[config.mk]
export PLATFORM = sky130hd
export DESIGN_NAME = axis_frame_marker_flat
export DESIGN_NICKNAME = d
export VERILOG_FILES = /design/src/rtl/axis_video_pkg.sv /design/src/rtl/axis_frame_marker_if.sv /design/src/rtl/axis_skid_buf.sv /design/src/rtl/axis_frame_marker.sv /design/src/flat_wrapper.sv
export SDC_FILE = /design/constraint.sdc
export NUM_CORES = 1
export LEC_CHECK = 0
export ABC_AREA = 1
export BUFFER_PORTS_ARGS = -buffer_cell sky130_fd_sc_hd__buf_2
export CAP_MARGIN = 15
export CELL_PAD_IN_SITES_DETAIL_PLACEMENT = 1
export CELL_PAD_IN_SITES_GLOBAL_PLACEMENT = 1
export CORE_MARGIN = 3
export CORE_UTILIZATION = 36
export CTS_CLUSTER_DIAMETER = 30
export DETAILED_ROUTE_END_ITERATION = 16
export PLACE_DENSITY = 0.76
export REMOVE_ABC_BUFFERS = 1
export SYNTH_ARGS = -nofsm -noshare
export SYNTH_HDL_FRONTEND = slang
export SYNTH_HIERARCHICAL = 1
export SYNTH_SLANG_ARGS = --single-unit
[constraint.sdc]
create_clock -name i_axis_clk -period 2.1 [get_ports i_axis_clk]
set_input_delay 0.21 -clock i_axis_clk [delete_from_list [all_inputs] [get_ports i_axis_clk]]
set_output_delay 0.21 -clock i_axis_clk [all_outputs]
set_load 0.005 [all_outputs]
[src/rtl/axis_video_pkg.sv]
// Shared types and defaults for the AXIS video stages in the camera path.
// Holds the framing FSM state, the beat payload layout and default widths.
package axis_video_pkg;

  localparam int C_AXIS_DATA_WIDTH = 64;
  localparam int C_CNT_WIDTH       = 16;

  typedef enum logic {
    IDLE,
    RUN
  } state_t;

  typedef struct packed {
    logic [C_AXIS_DATA_WIDTH-1:0] tdata;
    logic                         tuser;
    logic                         tlast;
  } axis_beat_t;

endpackage

[src/rtl/axis_frame_marker_if.sv]
// AXI4-Stream video bundle; master drives valid/data/sideband and slave drives ready.
// The slave side of the marker ignores tuser/tlast because the raw pixel stream carries no framing.
interface axis_frame_marker_if #(
  parameter int P_DATA_WIDTH = axis_video_pkg::C_AXIS_DATA_WIDTH
);

  logic                    tvalid;
  logic                    tready;
  logic [P_DATA_WIDTH-1:0] tdata;
  logic                    tuser;
  logic                    tlast;

  modport master (
    output tvalid,
    output tdata,
    output tuser,
    output tlast,
    input  tready
  );

  modport slave (
    input  tvalid,
    input  tdata,
    input  tuser,
    input  tlast,
    output tready
  );

endinterface

[src/rtl/axis_skid_buf.sv]
// Two-entry skid buffer with registered outputs: 1-cycle latency, 1 beat/clk sustained.
// in_rdy comes only from registered occupancy, so no ready path crosses the buffer.
module axis_skid_buf #(
  parameter int P_WIDTH = 66
) (
  input  logic               i_axis_clk,
  input  logic               i_axis_rstn,
  input  logic               in_vld,
  output logic               in_rdy,
  input  logic [P_WIDTH-1:0] in_dat,
  output logic               out_vld,
  input  logic               out_rdy,
  output logic [P_WIDTH-1:0] out_dat
);

  logic [1:0]         occ_q;
  logic [P_WIDTH-1:0] head_q;
  logic [P_WIDTH-1:0] tail_q;
  logic               push;
  logic               pop;

  assign in_rdy  = (occ_q != 2'd2);
  assign out_vld = (occ_q != 2'd0);
  assign out_dat = head_q;
  assign push    = in_vld & in_rdy;
  assign pop     = out_vld & out_rdy;

  always_ff @(posedge i_axis_clk) begin
    if (!i_axis_rstn) begin
      occ_q  <= 2'd0;
      head_q <= '0;
      tail_q <= '0;
    end else begin
      case ({push, pop})
        2'b10: begin
          if (occ_q == 2'd0) begin
            head_q <= in_dat;
          end else begin
            tail_q <= in_dat;
          end
          occ_q <= occ_q + 2'd1;
        end
        2'b01: begin
          head_q <= tail_q;
          occ_q  <= occ_q - 2'd1;
        end
        // Push and pop together only happen at occupancy 1: the new beat replaces the head.
        2'b11: head_q <= in_dat;
        default: ;
      endcase
    end
  end

endmodule

[src/rtl/axis_frame_marker.sv]
// Adds tuser (start of frame) and tlast (end of line) to a raw pixel stream; 1-cycle latency.
// Upstream is drained and dropped outside a frame; in RUN, upstream ready follows the skid buffer.
module axis_frame_marker
  import axis_video_pkg::*;
#(
  parameter int P_AXIS_DATA_WIDTH = C_AXIS_DATA_WIDTH,
  parameter int P_CNT_WIDTH       = C_CNT_WIDTH
) (
  input  logic                   i_axis_clk,
  input  logic                   i_axis_rstn,
  input  logic                   i_ena,
  input  logic [P_CNT_WIDTH-1:0] i_beats_per_line,
  input  logic [P_CNT_WIDTH-1:0] i_lines_per_frame,
  axis_frame_marker_if.slave     s_axis,
  axis_frame_marker_if.master    m_axis,
  output logic [P_CNT_WIDTH-1:0] o_frame_cnt,
  output logic                   o_busy,
  output logic                   o_err_cfg
);

  localparam int                     LP_PAYLOAD_W = P_AXIS_DATA_WIDTH + 2;
  localparam logic [P_CNT_WIDTH-1:0] LP_ONE       = P_CNT_WIDTH'(1);

  state_t                  state_q;
  logic [P_CNT_WIDTH-1:0]  beat_cnt_q;
  logic [P_CNT_WIDTH-1:0]  line_cnt_q;
  logic [P_CNT_WIDTH-1:0]  bpl_q;
  logic [P_CNT_WIDTH-1:0]  lpf_q;
  logic [P_CNT_WIDTH-1:0]  frame_cnt_q;
  logic                    busy_q;
  logic                    err_cfg_q;

  logic                    cfg_ok;
  logic                    last_beat;
  logic                    last_line;
  logic                    skid_in_vld;
  logic                    skid_in_rdy;
  logic                    run_accept;
  logic [LP_PAYLOAD_W-1:0] skid_in_dat;
  logic                    skid_out_vld;
  logic [LP_PAYLOAD_W-1:0] skid_out_dat;
  logic                    unused_s_side;

  assign cfg_ok    = (i_beats_per_line != '0) && (i_lines_per_frame != '0);
  assign last_beat = (beat_cnt_q == bpl_q - LP_ONE);
  assign last_line = (line_cnt_q == lpf_q - LP_ONE);

  assign skid_in_vld   = (state_q == RUN) && s_axis.tvalid;
  assign run_accept    = skid_in_vld && skid_in_rdy;
  assign s_axis.tready = (state_q == RUN) ? skid_in_rdy : 1'b1;
  assign skid_in_dat   = {s_axis.tdata, (beat_cnt_q == '0) && (line_cnt_q == '0), last_beat};
  assign unused_s_side = s_axis.tuser ^ s_axis.tlast;

  axis_skid_buf #(
    .P_WIDTH (LP_PAYLOAD_W)
  ) u_skid (
    .i_axis_clk  (i_axis_clk),
    .i_axis_rstn (i_axis_rstn),
    .in_vld      (skid_in_vld),
    .in_rdy      (skid_in_rdy),
    .in_dat      (skid_in_dat),
    .out_vld     (skid_out_vld),
    .out_rdy     (m_axis.tready),
    .out_dat     (skid_out_dat)
  );

  assign m_axis.tvalid                              = skid_out_vld;
  assign {m_axis.tdata, m_axis.tuser, m_axis.tlast} = skid_out_dat;

  assign o_frame_cnt = frame_cnt_q;
  assign o_busy      = busy_q;
  assign o_err_cfg   = err_cfg_q;

  always_ff @(posedge i_axis_clk) begin
    if (!i_axis_rstn) begin
      state_q     <= IDLE;
      beat_cnt_q  <= '0;
      line_cnt_q  <= '0;
      bpl_q       <= '0;
      lpf_q       <= '0;
      frame_cnt_q <= '0;
      busy_q      <= 1'b0;
      err_cfg_q   <= 1'b0;
    end else begin
      case (state_q)
        IDLE: begin
          if (i_ena) begin
            if (cfg_ok) begin
              bpl_q      <= i_beats_per_line;
              lpf_q      <= i_lines_per_frame;
              beat_cnt_q <= '0;
              line_cnt_q <= '0;
              state_q    <= RUN;
              busy_q     <= 1'b1;
            end else begin
              err_cfg_q <= 1'b1;
            end
          end
        end
        RUN: begin
          if (run_accept) begin
            if (last_beat) begin
              beat_cnt_q <= '0;
              if (last_line) begin
                // Frame boundary: the only point where enable and config are looked at again.
                line_cnt_q  <= '0;
                frame_cnt_q <= frame_cnt_q + LP_ONE;
                if (i_ena && cfg_ok) begin
                  bpl_q <= i_beats_per_line;
                  lpf_q <= i_lines_per_frame;
                end else begin
                  state_q <= IDLE;
                  busy_q  <= 1'b0;
                  if (i_ena) begin
                    err_cfg_q <= 1'b1;
                  end
                end
              end else begin
                line_cnt_q <= line_cnt_q + LP_ONE;
              end
            end else begin
              beat_cnt_q <= beat_cnt_q + LP_ONE;
            end
          end
        end
        default: state_q <= IDLE;
      endcase
    end
  end

endmodule

[src/flat_wrapper.sv]
// flat-port wrapper written by rule: the top's interface ports become plain ports
module axis_frame_marker_flat import axis_video_pkg::*;
#(
  parameter int P_AXIS_DATA_WIDTH = C_AXIS_DATA_WIDTH,
  parameter int P_CNT_WIDTH       = C_CNT_WIDTH
)
  (i_axis_clk, i_axis_rstn, i_ena, i_beats_per_line, i_lines_per_frame, o_frame_cnt, o_busy, o_err_cfg, s_axis_tvalid, s_axis_tdata, s_axis_tuser, s_axis_tlast, s_axis_tready, m_axis_tvalid, m_axis_tdata, m_axis_tuser, m_axis_tlast, m_axis_tready);
  axis_frame_marker_if #(.P_DATA_WIDTH((64))) s_axis_i ();
  axis_frame_marker_if #(.P_DATA_WIDTH((64))) m_axis_i ();
  input  logic i_axis_clk;
  input  logic i_axis_rstn;
  input  logic i_ena;
  input  logic [P_CNT_WIDTH-1:0] i_beats_per_line;
  input  logic [P_CNT_WIDTH-1:0] i_lines_per_frame;
  output logic [P_CNT_WIDTH-1:0] o_frame_cnt;
  output logic o_busy;
  output logic o_err_cfg;
  input wire logic [$bits(s_axis_i.tvalid)-1:0] s_axis_tvalid;
  input wire logic [$bits(s_axis_i.tdata)-1:0] s_axis_tdata;
  input wire logic [$bits(s_axis_i.tuser)-1:0] s_axis_tuser;
  input wire logic [$bits(s_axis_i.tlast)-1:0] s_axis_tlast;
  output wire logic [$bits(s_axis_i.tready)-1:0] s_axis_tready;
  output wire logic [$bits(m_axis_i.tvalid)-1:0] m_axis_tvalid;
  output wire logic [$bits(m_axis_i.tdata)-1:0] m_axis_tdata;
  output wire logic [$bits(m_axis_i.tuser)-1:0] m_axis_tuser;
  output wire logic [$bits(m_axis_i.tlast)-1:0] m_axis_tlast;
  input wire logic [$bits(m_axis_i.tready)-1:0] m_axis_tready;
  assign s_axis_i.tvalid = s_axis_tvalid;
  assign s_axis_i.tdata = s_axis_tdata;
  assign s_axis_i.tuser = s_axis_tuser;
  assign s_axis_i.tlast = s_axis_tlast;
  assign s_axis_tready = s_axis_i.tready;
  assign m_axis_tvalid = m_axis_i.tvalid;
  assign m_axis_tdata = m_axis_i.tdata;
  assign m_axis_tuser = m_axis_i.tuser;
  assign m_axis_tlast = m_axis_i.tlast;
  assign m_axis_i.tready = m_axis_tready;
  axis_frame_marker #(.P_AXIS_DATA_WIDTH(P_AXIS_DATA_WIDTH), .P_CNT_WIDTH(P_CNT_WIDTH)) u_core (.i_axis_clk(i_axis_clk), .i_axis_rstn(i_axis_rstn), .i_ena(i_ena), .i_beats_per_line(i_beats_per_line), .i_lines_per_frame(i_lines_per_frame), .s_axis(s_axis_i), .m_axis(m_axis_i), .o_frame_cnt(o_frame_cnt), .o_busy(o_busy), .o_err_cfg(o_err_cfg));
endmodule
==> results of run 1 <==
-- routing by layer --
layer	track usage, %	up-vias
met5	0	-
met4	10.5	2
met3	4.09	171
met2	49.0	413
met1	31.3	6956
li1	-	6798
-- logic make-up after synthesis --
family	count (synthesis)	synth area share [%]
DFF	217	36.5
xor gates and xnor gates	59	4.34
AOI/OAI and AO/OA	198	8.52
adders and majority gates	9	0.945
and+or+nand+nor	1127	38.7
buffers and inverters	298	11.0
-- registers in the layout (all words and copies together) (netlist names) --
name                   count
u_core/o_err_cfg           1
u_core/bpl_q              16
u_core/state_q             1
u_core/u_skid/tail_q      66
u_core/lpf_q              16
u_core/o_frame_cnt        16
u_core/o_busy              1
u_core/beat_cnt_q         16
u_core/u_skid/out_dat     66
u_core/line_cnt_q         16
u_core/u_skid/occ_q        2
-- final cells by class --
cell class | instances | area share [%]
diodes | 5 | 0.0697
clock buffers | 78 | 8.66
clock inverters | 24 | 1.67
inverters | 201 | 4.23
multi-input cells | 1393 | 38.8
flip-flops and latches | 217 | 24.3
well taps | 435 | 3.03
repair buffers | 451 | 19.3
-- critical path: stages (launching register included) --
cell	delay [ns]
sky130_fd_sc_hd__dfxtp_4	0.37
sky130_fd_sc_hd__inv_4	0.06
sky130_fd_sc_hd__ha_4	0.17
sky130_fd_sc_hd__inv_2	0.07
sky130_fd_sc_hd__nor2_1	0.10
sky130_fd_sc_hd__nand3_1	0.15
sky130_fd_sc_hd__o21ai_1	0.18
sky130_fd_sc_hd__nand2_1	0.09
sky130_fd_sc_hd__nor2_1	0.10
sky130_fd_sc_hd__nand2_1	0.10
sky130_fd_sc_hd__nor2_4	0.17
sky130_fd_sc_hd__nand2_4	0.09
sky130_fd_sc_hd__nand2_4	0.09
sky130_fd_sc_hd__nand2_4	0.08
sky130_fd_sc_hd__nor2_8	0.18
sky130_fd_sc_hd__buf_6	0.17
sky130_fd_sc_hd__buf_12	0.14
sky130_fd_sc_hd__nand2_1	0.07
sky130_fd_sc_hd__nand2_1	0.09
sky130_fd_sc_hd__nor2_1	0.06
-- metrics by stage --
step / TNS (ns) / power [W]
final: -33.69 / 0.0172
after global routing: -44.07 / 0.0180
after CTS: -14.26 / 0.0169
after detailed placement: -27.48 / 0.00804
after global placement: -18.95 / 0.00789
after floorplan: -268.03 / 0.00657
-- synth_stat cells, types with 9 or more instances --
cell type and instances:
sky130_fd_sc_hd__nand2_1 549, sky130_fd_sc_hd__nor2_1 370, sky130_fd_sc_hd__clkbuf_1 31, sky130_fd_sc_hd__buf_6 9
sky130_fd_sc_hd__a21oi_1 101, sky130_fd_sc_hd__buf_4 23, sky130_fd_sc_hd__nand4_1 28, sky130_fd_sc_hd__o21ai_0 80
sky130_fd_sc_hd__ha_1 9, sky130_fd_sc_hd__nand3_1 119, sky130_fd_sc_hd__buf_2 26, sky130_fd_sc_hd__xor2_1 40
sky130_fd_sc_hd__dfxtp_1 217, sky130_fd_sc_hd__inv_1 198, sky130_fd_sc_hd__xnor2_1 19, sky130_fd_sc_hd__nor3_1 25
-- what timing repair did --
action	4_1_cts	5_1_grt
setup buffers	20	12
endpoints found under the setup margin	84	85
hold endpoints to repair	116	0
pin swaps	48	61
hold buffers	83	0
resized for setup	131	105
cloned	6	1
-- final timing paths --
check | to | slack (ns) | cells after the start
max reg2reg | u_core/lpf_q[10] | -0.55 | 19
min | u_core/bpl_q[15] | 0.006 | 5
min reg2reg | u_core/u_skid/tail_q[26] | 0.48 | 2
max | u_core/lpf_q[10] | -0.55 | 19
-- report_power, final --
group | total (W) | internal (W) | leakage, nW | switching, W
Combinational | 0.00405 | 0.00171 | 5.99 | 0.00235
Sequential | 0.00479 | 0.00450 | 1.77 | 0.000290
Clock | 0.00839 | 0.00564 | 0.893 | 0.00275
Total | 0.0172 | 0.0118 | 8.66 | 0.00539
==> metrics.txt, run 1 <==
# TYPE chip_impl_metric gauge
chip_impl_metric{name="syn_area_per_cell",unit="um2"} 6.24
chip_impl_info{name="worst_r2r_startpoint",value="u_core/bpl_q[1]"} 1
chip_impl_metric{name="gr-usage-all-layers",unit="%"} 26.8
chip_impl_metric{name="finalWeightedCongestion",unit=""} 0.899
chip_impl_metric{name="via_count",unit=""} 14340
chip_impl_metric{name="clk_latency",unit="ns"} 0.57
chip_impl_metric{name="die_extent_in_y",unit="um"} 188
chip_impl_metric{name="hold_ws",unit="ns"} 0.00647
chip_impl_metric{name="antenna_violations_before_repair",unit=""} 5
chip_impl_info{name="violated_checks",value="negative setup slack"} 1
chip_impl_metric{name="fraction_of_layout_cells_with_a_size_suffix_above_1",unit="%"} 26.9
chip_impl_metric{name="worst_setup_hold_path_clk_slew",unit="ns"} 0.05
chip_impl_metric{name="cts.sinks",unit=""} 217
chip_impl_info{name="hold_start",value="i_beats_per_line[15]"} 1
chip_impl_metric{name="port-buffer-count",unit=""} 186
chip_impl_metric{name="met3RoutedLength",unit="um"} 2240
chip_impl_metric{name="final.min_clock_period",unit="ns"} 2.65
chip_impl_metric{name="multi_input_comb_area",unit="um2"} 6960
chip_impl_metric{name="leakagePower",unit="nW"} 8.66
chip_impl_metric{name="yosys_warnings",unit=""} 6
chip_impl_info{name="synth_flop_cell",value="sky130_fd_sc_hd__dfxtp_1"} 1
chip_impl_info{name="highest-signal-layer",value="met5"} 1
chip_impl_metric{name="finalCoreUtilization",unit="%"} 55.9
chip_impl_metric{name="setup_slack",unit="ns"} -0.554
chip_impl_metric{name="cts_max_level",unit=""} 2
chip_impl_metric{name="number_of_buffers_added_by_the_clock_tree_synthesis_step",unit=""} 57
chip_impl_metric{name="synth.lib_cells_used.distinct",unit=""} 40
chip_impl_metric{name="met1Wirelength",unit="um"} 20700
chip_impl_info{name="start_point_of_the_critical_path",value="u_core/bpl_q[1]"} 1
chip_impl_metric{name="routed_via_density",unit=""} 5.11
chip_impl_metric{name="nNetsFinal",unit=""} 2433
chip_impl_metric{name="achievable-frequency",unit="MHz"} 377
chip_impl_info{name="worst_path_class_setup",value="reg2reg"} 1
chip_impl_metric{name="antenna_left",unit=""} 0
chip_impl_metric{name="detailed_place.area",unit="um2"} 14100
chip_impl_metric{name="place_ws",unit="ns"} -0.428
chip_impl_metric{name="grt_first_pass_wirelength",unit="um"} 78600
chip_impl_metric{name="irDropWorstVdd",unit="V"} 0.000713
chip_impl_metric{name="postSynthRegisterBits",unit=""} 217
chip_impl_info{name="cell_types_with_the_largest_area_share_after_synthesis",value="sky130_fd_sc_hd__dfxtp_1, sky130_fd_sc_hd__nand2_1, sky130_fd_sc_hd__nor2_1, sky130_fd_sc_hd__inv_1, sky130_fd_sc_hd__nand3_1"} 1
chip_impl_metric{name="post_route_skew",unit="ns"} 0.0246
chip_impl_metric{name="report.final.setup_viol",unit=""} 84
chip_impl_info{name="most_common_library_cell_in_the_layout_ignoring_fill_and_taps",value="sky130_fd_sc_hd__nand2_1"} 1
chip_impl_metric{name="detailroute.wirelength.met2",unit="um"} 26500
chip_impl_metric{name="fp.dieArea",unit="um2"} 35300
chip_impl_info{name="cts_tree",value="done"} 1
chip_impl_info{name="start_kind",value="flop"} 1
chip_impl_metric{name="fin_crit_sh",unit="%"} 126
chip_impl_info{name="synth_largest_area_cell",value="sky130_fd_sc_hd__dfxtp_1"} 1
chip_impl_metric{name="dr_iter_0_viols",unit=""} 757
chip_impl_metric{name="sequential_cell_area",unit="um2"} 4360
chip_impl_metric{name="largest_fanout_of_any_net_on_the_critical_path",unit=""} 7
chip_impl_metric{name="max_cap_violations",unit=""} 0
chip_impl_metric{name="globalRouteOverflowTotal",unit=""} 0
chip_impl_metric{name="postSynthCellCount",unit=""} 1908
chip_impl_metric{name="detail_route.wirelength",unit="um"} 51600
chip_impl_metric{name="grt_max_degree",unit=""} 130
chip_impl_info{name="layout.cells.most_common_list",value="sky130_fd_sc_hd__nand2_1, sky130_fd_sc_hd__nor2_1, sky130_fd_sc_hd__dfxtp_1, sky130_fd_sc_hd__inv_1, sky130_fd_sc_hd__buf_2"} 1
chip_impl_metric{name="post_synth_instance_area",unit="um2"} 11900
chip_impl_metric{name="synth.yosys.seq_area_share",unit="%"} 36.5
chip_impl_metric{name="wl_per_cell",unit="um"} 18.4
chip_impl_metric{name="postLayoutCellArea",unit="um2"} 18000
chip_impl_metric{name="rows",unit=""} 65
chip_impl_metric{name="die_w",unit="um"} 188
chip_impl_metric{name="crit_required",unit="ns"} 2.56
chip_impl_metric{name="cts_buffer_depth",unit=""} 3
chip_impl_metric{name="ios",unit=""} 189
chip_impl_metric{name="first_global_vias",unit=""} 15259
chip_impl_metric{name="asyncSetResetFlopFracSynth",unit="%"} 0
chip_impl_info{name="hold_class",value="in2reg"} 1
chip_impl_info{name="endpoint_kind",value="flop"} 1
chip_impl_metric{name="initial_utilization",unit="%"} 37.1
chip_impl_metric{name="placed_cells",unit=""} 2580
chip_impl_info{name="cts_root_buffer",value="sky130_fd_sc_hd__clkbuf_16"} 1
chip_impl_metric{name="post-route-drc-count",unit=""} 0
chip_impl_metric{name="flow.area_growth_from_synthesis",unit="%"} 50.7
chip_impl_metric{name="final_cell_count_no_fill",unit=""} 2804
chip_impl_metric{name="dpl.hpwl",unit="um"} 29600
chip_impl_info{name="run_status",value="finished with violations"} 1
chip_impl_metric{name="synth-edff-count",unit=""} 0
chip_impl_info{name="grt_setup_unrepaired",value="true"} 1
chip_impl_metric{name="drv_slew",unit=""} 0
chip_impl_metric{name="slew-limit-headroom",unit="%"} 61.0
chip_impl_metric{name="core_area",unit="um2"} 32100
chip_impl_metric{name="drt_pre_antenna_iters",unit=""} 5
chip_impl_metric{name="tightest_slew",unit="ns"} 0.585
chip_impl_metric{name="n_fill_cell",unit=""} 4116
chip_impl_metric{name="cp.arrival",unit="ns"} 3.11
chip_impl_metric{name="synth_largest_type_area_fraction",unit="%"} 36.5
chip_impl_metric{name="finalHoldViolCount",unit=""} 0
chip_impl_metric{name="power_per_cell_area",unit="nW/um2"} 959
(Power assumes the default switching activity.)
==> run 2: changes to the inputs <==
CORE_ASPECT_RATIO = 0.75   (was not set)
==> run 2 against run 1 <==
Compared with the run above:
- the run still ends with negative setup slack left
- die area barely moved
- final cell count rose by 1.0%
- combinational power increased by 5.7%
- register-to-register slack got worse by 0.05 ns
- sequential share of layout area down 0.77 points
- non-clock buffer count increased by 28
- wire length rose by 4.5%
- via count increased by 1.5%
- core utilization grew 1.2 points
- critical path type unchanged
- largest cell class unchanged
- largest power group unchanged
==> metrics.txt, run 2 (synthesis gave the netlist of run 1 again) <==
# TYPE chip_impl_metric gauge
chip_impl_info{name="start_kind",value="flop"} 1
chip_impl_info{name="grt_setup_unrepaired",value="true"} 1
chip_impl_metric{name="flow.area_growth_from_synthesis",unit="%"} 55.8
chip_impl_metric{name="wl_per_cell",unit="um"} 19.0
chip_impl_metric{name="hold_ws",unit="ns"} 0.0121
chip_impl_metric{name="core_area",unit="um2"} 32500
chip_impl_metric{name="finalWeightedCongestion",unit=""} 0.832
chip_impl_metric{name="achievable-frequency",unit="MHz"} 370
chip_impl_metric{name="nNetsFinal",unit=""} 2458
chip_impl_info{name="critical_path.most_common_cell",value="sky130_fd_sc_hd__nand2_1"} 1
chip_impl_metric{name="power_per_cell_area",unit="nW/um2"} 964
chip_impl_metric{name="antenna_violations_before_repair",unit=""} 1
chip_impl_metric{name="cp.arrival",unit="ns"} 3.15
chip_impl_metric{name="leakagePower",unit="nW"} 9.02
chip_impl_metric{name="die_w",unit="um"} 216
chip_impl_metric{name="dpl.hpwl",unit="um"} 29600
chip_impl_info{name="run_status",value="finished with violations"} 1
chip_impl_metric{name="grt_max_degree",unit=""} 114
chip_impl_metric{name="place_ws",unit="ns"} -0.482
chip_impl_metric{name="drv_slew",unit=""} 0
chip_impl_metric{name="rows",unit=""} 57
chip_impl_metric{name="power.total",unit="W"} 0.0179
chip_impl_info{name="cts_tree",value="done"} 1
chip_impl_metric{name="globalRouteOverflowTotal",unit=""} 0
chip_impl_metric{name="slew-limit-headroom",unit="%"} 53.9
chip_impl_metric{name="detailed_place.area",unit="um2"} 14200
chip_impl_info{name="violated_checks",value="negative setup slack"} 1
chip_impl_metric{name="crit_required",unit="ns"} 2.55
chip_impl_metric{name="irDropWorstVdd",unit="V"} 0.000718
chip_impl_metric{name="fin_crit_sh",unit="%"} 129
chip_impl_metric{name="n_fill_cell",unit=""} 4174
chip_impl_metric{name="setup_slack",unit="ns"} -0.599
chip_impl_info{name="endpoint_kind",value="flop"} 1
chip_impl_metric{name="tightest_slew",unit="ns"} 0.691
chip_impl_metric{name="finalHoldViolCount",unit=""} 0
chip_impl_info{name="grt-busiest-layer",value="met2"} 1
chip_impl_metric{name="report.final.setup_viol",unit=""} 83
chip_impl_metric{name="combPwrFrac",unit="%"} 23.9
chip_impl_info{name="crit_path_cell_chain",value="inv_2 > buf_6 > nand3_4 > buf_6 > o21ai_4 > nand2_1 > nand2_1 > nand2_2 > nor2_2 > nand2_1 > nor2_2 > nand2_2 > nand2_4 > nand2_4 > nor2_8 > buf_8 > clkbuf_16 > nand2_2 > nand2_1 > nor2_1"} 1
chip_impl_metric{name="fp.dieArea",unit="um2"} 35300
chip_impl_metric{name="dr_iter_0_viols",unit=""} 868
chip_impl_info{name="cts_root_buffer",value="sky130_fd_sc_hd__clkbuf_16"} 1
chip_impl_metric{name="cellInternalPower",unit="W"} 0.0124
chip_impl_metric{name="grtUsageMet1",unit="%"} 33.6
chip_impl_metric{name="globalRouteMet2Util",unit="%"} 47.3
chip_impl_metric{name="die_extent_in_y",unit="um"} 164
chip_impl_metric{name="cts.sinks",unit=""} 217
chip_impl_metric{name="via_count",unit=""} 14555
chip_impl_metric{name="gr-usage-all-layers",unit="%"} 27.2
chip_impl_metric{name="final.min_clock_period",unit="ns"} 2.70
chip_impl_metric{name="postLayoutCellArea",unit="um2"} 18600
chip_impl_metric{name="routed_via_density",unit=""} 5.14
chip_impl_metric{name="max_cap_violations",unit=""} 0
chip_impl_metric{name="seq_power_share",unit="%"} 26.7
chip_impl_metric{name="initial_utilization",unit="%"} 36.6
chip_impl_metric{name="post_route_skew",unit="ns"} 0.0297
chip_impl_info{name="cpMaxStageDelayCell",value="sky130_fd_sc_hd__dfxtp_2"} 1
chip_impl_metric{name="fraction_of_layout_cells_with_a_size_suffix_above_1",unit="%"} 29.9
chip_impl_metric{name="post-route-drc-count",unit=""} 0
chip_impl_info{name="layout.cells.most_common_list",value="sky130_fd_sc_hd__nand2_1, sky130_fd_sc_hd__nor2_1, sky130_fd_sc_hd__dfxtp_1, sky130_fd_sc_hd__inv_1, sky130_fd_sc_hd__buf_2"} 1
chip_impl_metric{name="power.share.clock",unit="%"} 49.4
chip_impl_metric{name="clk_latency",unit="ns"} 0.57
chip_impl_metric{name="drt_pre_antenna_iters",unit=""} 6
chip_impl_metric{name="port-buffer-count",unit=""} 186
chip_impl_metric{name="detail_route.wirelength",unit="um"} 53900
chip_impl_metric{name="cts_max_level",unit=""} 2
chip_impl_metric{name="gr-usage-met3",unit="%"} 4.41
chip_impl_info{name="worst_path_class_setup",value="reg2reg"} 1
chip_impl_metric{name="power.share.switching",unit="%"} 30.6
chip_impl_metric{name="cts_buffer_depth",unit=""} 3
chip_impl_metric{name="grt_first_pass_wirelength",unit="um"} 79100
chip_impl_metric{name="slowest_delay",unit="ns"} 0.32
chip_impl_metric{name="antenna_left",unit=""} 0
chip_impl_metric{name="first_global_vias",unit=""} 15307
chip_impl_metric{name="number_of_buffers_added_by_the_clock_tree_synthesis_step",unit=""} 54
chip_impl_metric{name="switching_power",unit="W"} 0.00547
chip_impl_metric{name="ios",unit=""} 189
chip_impl_info{name="hold_class",value="in2reg"} 1
chip_impl_metric{name="worst_setup_hold_path_clk_slew",unit="ns"} 0.05
chip_impl_info{name="most_common_library_cell_in_the_layout_ignoring_fill_and_taps",value="sky130_fd_sc_hd__nand2_1"} 1
chip_impl_metric{name="largest_fanout_of_any_net_on_the_critical_path",unit=""} 8
-- run 2: cell type report --
class / instances / area, um2 / share of cell area, %
Clock inverter: 28 / 387 / 2.08
Antenna cell: 3 / 7.51 / 0.0404
Multi-Input combinational cell: 1393 / 7150 / 38.5
Timing Repair Buffer: 479 / 3790 / 20.4
Sequential cell: 217 / 4370 / 23.5
Tap cell: 442 / 553 / 2.98
Inverter: 201 / 764 / 4.12
Clock buffer: 70 / 1540 / 8.30
-- run 2: path summary, 6_finish.rpt --
path / from / end / slack [ns] / depth (start not counted)
setup / recovery: u_core/lpf_q[1] / u_core/lpf_q[1] / -0.60 / 20
hold / removal: i_beats_per_line[10] / u_core/bpl_q[10] / 0.01 / 5
setup reg to reg: u_core/lpf_q[1] / u_core/lpf_q[1] / -0.60 / 20
hold reg to reg: u_core/u_skid/tail_q[25] / u_core/u_skid/tail_q[25] / 0.48 / 2
-- run 2: worst max-delay path, delay by kind of cell, from the launching register on --
family,cells,cell delay (ns)
compound gates,1,0.17
buf+inv,5,0.71
flops,1,0.32
simple gates,14,1.36
-- run 2: metal layers --
metal	vias up	wire length, um	part of all wire, %
met1	7087	22800	42
met5	-	0	0
met4	0	1880	3.5
met2	479	26600	49
met3	151	2630	4.9
li1	6838	-	-
-- run 2: timing repair --
item	in CTS	in global routing
gates cloned	4	5
endpoints found under the setup margin	83	87
setup buffers	25	24
gates resized for setup	83	235
pin swaps	20	82
hold buffers	93	0
hold endpoints to repair	116	0
-- run 2: power groups by stage --
stage	Combinational, W	Sequential [W]	Clock (W)
after CTS	0.00369	0.00474	0.00889
after global placement	0.00311	0.00479	0
after global routing	0.00468	0.00481	0.00919
after floorplan	0.00179	0.00478	0
after detailed placement	0.00324	0.00480	0
final	0.00428	0.00477	0.00884
-- run 2: through the flow --
step                instances  util (%)  setup TNS (ns)
floorplan                1811         -         -268.03
global placement         2588      43.5          -19.83
detailed placement       2588      43.5          -34.12
CTS                      2808      54.1          -14.05
global route             2831      57.1          -44.51
finish                   2833      57.1          -36.43
==> run 3: changes to the inputs <==
RECOVER_POWER = 100   (was not set)
==> run 3 against run 2 <==
Compared with the run above:
- the run still ends with negative setup slack left
- non-clock buffer count stayed put
- hold slack better by 0.00051 ns
- critical path depth stayed put
- sequential share of layout area is 0.13 points higher
- critical path type unchanged
- largest cell class unchanged
==> metrics.txt, run 3 (synthesis gave the netlist of run 1 again) <==
# TYPE chip_impl_metric gauge
chip_impl_info{name="start_kind",value="flop"} 1
chip_impl_metric{name="power_per_cell_area",unit="nW/um2"} 966
chip_impl_metric{name="fp.dieArea",unit="um2"} 35300
chip_impl_info{name="layout.cells.most_common_list",value="sky130_fd_sc_hd__nand2_1, sky130_fd_sc_hd__nor2_1, sky130_fd_sc_hd__dfxtp_1, sky130_fd_sc_hd__inv_1, sky130_fd_sc_hd__buf_4"} 1
chip_impl_info{name="run_status",value="finished with violations"} 1
chip_impl_metric{name="globalRouteOverflowTotal",unit=""} 0
chip_impl_info{name="endpoint_kind",value="flop"} 1
chip_impl_info{name="cts_tree",value="done"} 1
chip_impl_info{name="violated_checks",value="negative setup slack"} 1
chip_impl_info{name="cp_top_family",value="simple AND/OR/NAND/NOR gates"} 1
chip_impl_metric{name="grt_max_degree",unit=""} 114
chip_impl_info{name="most_common_library_cell_in_the_layout_ignoring_fill_and_taps",value="sky130_fd_sc_hd__nand2_1"} 1
chip_impl_metric{name="achievable-frequency",unit="MHz"} 371
chip_impl_metric{name="wl_per_cell",unit="um"} 19.0
chip_impl_metric{name="slew-limit-headroom",unit="%"} 53.7
chip_impl_metric{name="post-route-drc-count",unit=""} 0
chip_impl_metric{name="setup_slack",unit="ns"} -0.597
chip_impl_info{name="critical_path.most_common_cell",value="sky130_fd_sc_hd__nand2_1"} 1
chip_impl_metric{name="detail_route.wirelength",unit="um"} 53900
chip_impl_info{name="worst_path_class_setup",value="reg2reg"} 1
chip_impl_metric{name="crit_required",unit="ns"} 2.55
chip_impl_metric{name="routed_via_density",unit=""} 5.13
chip_impl_metric{name="die_w",unit="um"} 216
chip_impl_info{name="hold_class",value="in2reg"} 1
chip_impl_metric{name="cts.sinks",unit=""} 217
chip_impl_metric{name="finalHoldViolCount",unit=""} 0
chip_impl_metric{name="antenna_left",unit=""} 0
chip_impl_metric{name="drv_slew",unit=""} 0
chip_impl_metric{name="n_fill_cell",unit=""} 4203
chip_impl_info{name="hold_start",value="i_beats_per_line[10]"} 1
chip_impl_metric{name="fin_crit_sh",unit="%"} 128
chip_impl_metric{name="worst_hold_path.num_cells",unit=""} 5
chip_impl_metric{name="fraction_of_layout_cells_with_a_size_suffix_above_1",unit="%"} 27.0
chip_impl_metric{name="nNetsFinal",unit=""} 2458
chip_impl_metric{name="irDropWorstVdd",unit="V"} 0.000719
chip_impl_metric{name="core_area",unit="um2"} 32500
chip_impl_metric{name="reg2reg_depth",unit=""} 20
chip_impl_metric{name="via_count",unit=""} 14540
chip_impl_metric{name="cts_max_level",unit=""} 2
chip_impl_metric{name="first_global_vias",unit=""} 15307
chip_impl_metric{name="flow.area_growth_from_synthesis",unit="%"} 55.0
chip_impl_metric{name="grt_first_pass_wirelength",unit="um"} 79100
chip_impl_metric{name="critical_path_depth",unit=""} 20
chip_impl_metric{name="detailed_place.area",unit="um2"} 14200
chip_impl_metric{name="port-buffer-count",unit=""} 186
chip_impl_metric{name="postLayoutCellArea",unit="um2"} 18500
chip_impl_metric{name="tightest_slew",unit="ns"} 0.695
chip_impl_metric{name="cts_buffer_depth",unit=""} 3
chip_impl_metric{name="slowest_delay",unit="ns"} 0.32
chip_impl_info{name="cts_root_buffer",value="sky130_fd_sc_hd__clkbuf_16"} 1
chip_impl_info{name="worst_r2r_startpoint",value="u_core/lpf_q[1]"} 1
chip_impl_metric{name="worst_setup_hold_path_clk_slew",unit="ns"} 0.05
chip_impl_metric{name="hold_ws",unit="ns"} 0.0126
chip_impl_metric{name="report.final.setup_viol",unit=""} 86
chip_impl_metric{name="die_extent_in_y",unit="um"} 164
chip_impl_metric{name="finalCoreUtilization",unit="%"} 56.8
chip_impl_metric{name="dpl.hpwl",unit="um"} 29600
chip_impl_metric{name="antenna_violations_before_repair",unit=""} 1
chip_impl_metric{name="reg2reg_setup_slack",unit="ns"} -0.60
chip_impl_metric{name="initial_utilization",unit="%"} 36.6
chip_impl_metric{name="finalWeightedCongestion",unit=""} 0.832
chip_impl_metric{name="max_cap_violations",unit=""} 0
chip_impl_info{name="cpMaxStageDelayCell",value="sky130_fd_sc_hd__dfxtp_2"} 1
chip_impl_metric{name="clk_latency",unit="ns"} 0.57
chip_impl_metric{name="cp.arrival",unit="ns"} 3.15
chip_impl_metric{name="leakagePower",unit="nW"} 8.75
chip_impl_metric{name="post_route_skew",unit="ns"} 0.0272
chip_impl_metric{name="place_ws",unit="ns"} -0.482
chip_impl_info{name="critical_path.reg2reg.endpoint",value="u_core/lpf_q[1]"} 1
chip_impl_info{name="crit_path_cell_chain",value="inv_2 > buf_6 > nand3_4 > buf_6 > o21ai_4 > nand2_1 > nand2_1 > nand2_2 > nor2_2 > nand2_1 > nor2_2 > nand2_2 > nand2_4 > nand2_4 > nor2_8 > buf_8 > clkbuf_16 > nand2_2 > nand2_1 > nor2_1"} 1
chip_impl_info{name="start_point_of_the_critical_path",value="u_core/lpf_q[1]"} 1
chip_impl_metric{name="rows",unit=""} 57
chip_impl_metric{name="gr-usage-all-layers",unit="%"} 27.2
chip_impl_metric{name="ios",unit=""} 189
chip_impl_info{name="grt_setup_unrepaired",value="true"} 1
chip_impl_metric{name="final.min_clock_period",unit="ns"} 2.70
chip_impl_metric{name="drt_pre_antenna_iters",unit=""} 5
chip_impl_metric{name="dr_iter_0_viols",unit=""} 947
chip_impl_info{name="hold_path_end",value="u_core/bpl_q[10]"} 1
chip_impl_metric{name="largest_fanout_of_any_net_on_the_critical_path",unit=""} 8
chip_impl_metric{name="critPathBufInv",unit=""} 5
chip_impl_metric{name="number_of_buffers_added_by_the_clock_tree_synthesis_step",unit=""} 54
run 3: changes by cell type in the layout (fill, tap and decap cells not counted), sizes merged:
| cell | before | now |
|---|---|---|
| clkbuf | 75 | 144 |
| diode | 3 | 2 |
| buf | 381 | 312 |
run 3: worst max-delay path by stage:
stage / endpoint / slack (ns)
final: u_core/lpf_q[1] / -0.60
after global routing: u_core/lpf_q[1] / -0.68
after CTS: u_core/o_frame_cnt[6] / -0.24
after detailed placement: u_core/o_frame_cnt[11] / -0.48
after global placement: u_core/line_cnt_q[15] / -0.31
after floorplan: u_core/u_skid/occ_q[1] / -2.46
run 3: layout make-up:
type / count / area (um2) / share of cell area (%)
sequential: 217 / 4370 / 23.7
multi-input combinational: 1393 / 7140 / 38.7
clock buffer: 70 / 1540 / 8.35
timing repair buffer: 479 / 3700 / 20.1
clock inverter: 28 / 387 / 2.09
tap: 442 / 553 / 3.00
antenna: 2 / 5.00 / 0.0271
inverter: 201 / 764 / 4.14
run 3: through the flow:
stage / std cells / power, W / setup TNS [ns]
floorplan: 1811 / 0.00657 / -268.03
global placement: 2588 / 0.00790 / -19.83
detailed placement: 2588 / 0.00804 / -34.12
CTS: 2808 / 0.0173 / -14.05
global route: 2831 / 0.0186 / -48.96
finish: 2832 / 0.0178 / -36.72
run 3: worst register-to-register path, delay by kind of cell, from the launching register on:
family,cells,cell delay [ns]
AOI/OAI and AO/OA,1,0.17
buffers and inverters,5,0.73
DFF,1,0.32
and+or+nand+nor,14,1.36
run 3: metal layers:
layer / up-vias / GRT usage, % / wire length (um)
met5: - / 0 / 0
met4: 0 / 11.2 / 2090
met3: 170 / 4.41 / 2520
met2: 441 / 47.3 / 26400
met1: 7099 / 33.6 / 22800
li1: 6830 / - / -
run 3: timing repair:
item                       CTS  global route
pin swaps                   20            82
hold endpoints to repair   116             0
hold buffers                93             0
resized for setup           83           235
buffers inserted            25            24
setup endpoints to repair   83            87
gates cloned                 4             5
run 3: power by group:
| group | leakage [nW] | switching [W] | internal [W] |
|---|---|---|---|
| combinational | 6.03 | 0.00245 | 0.00177 |
| clock | 0.941 | 0.00274 | 0.00611 |
| sequential | 1.78 | 0.000283 | 0.00450 |
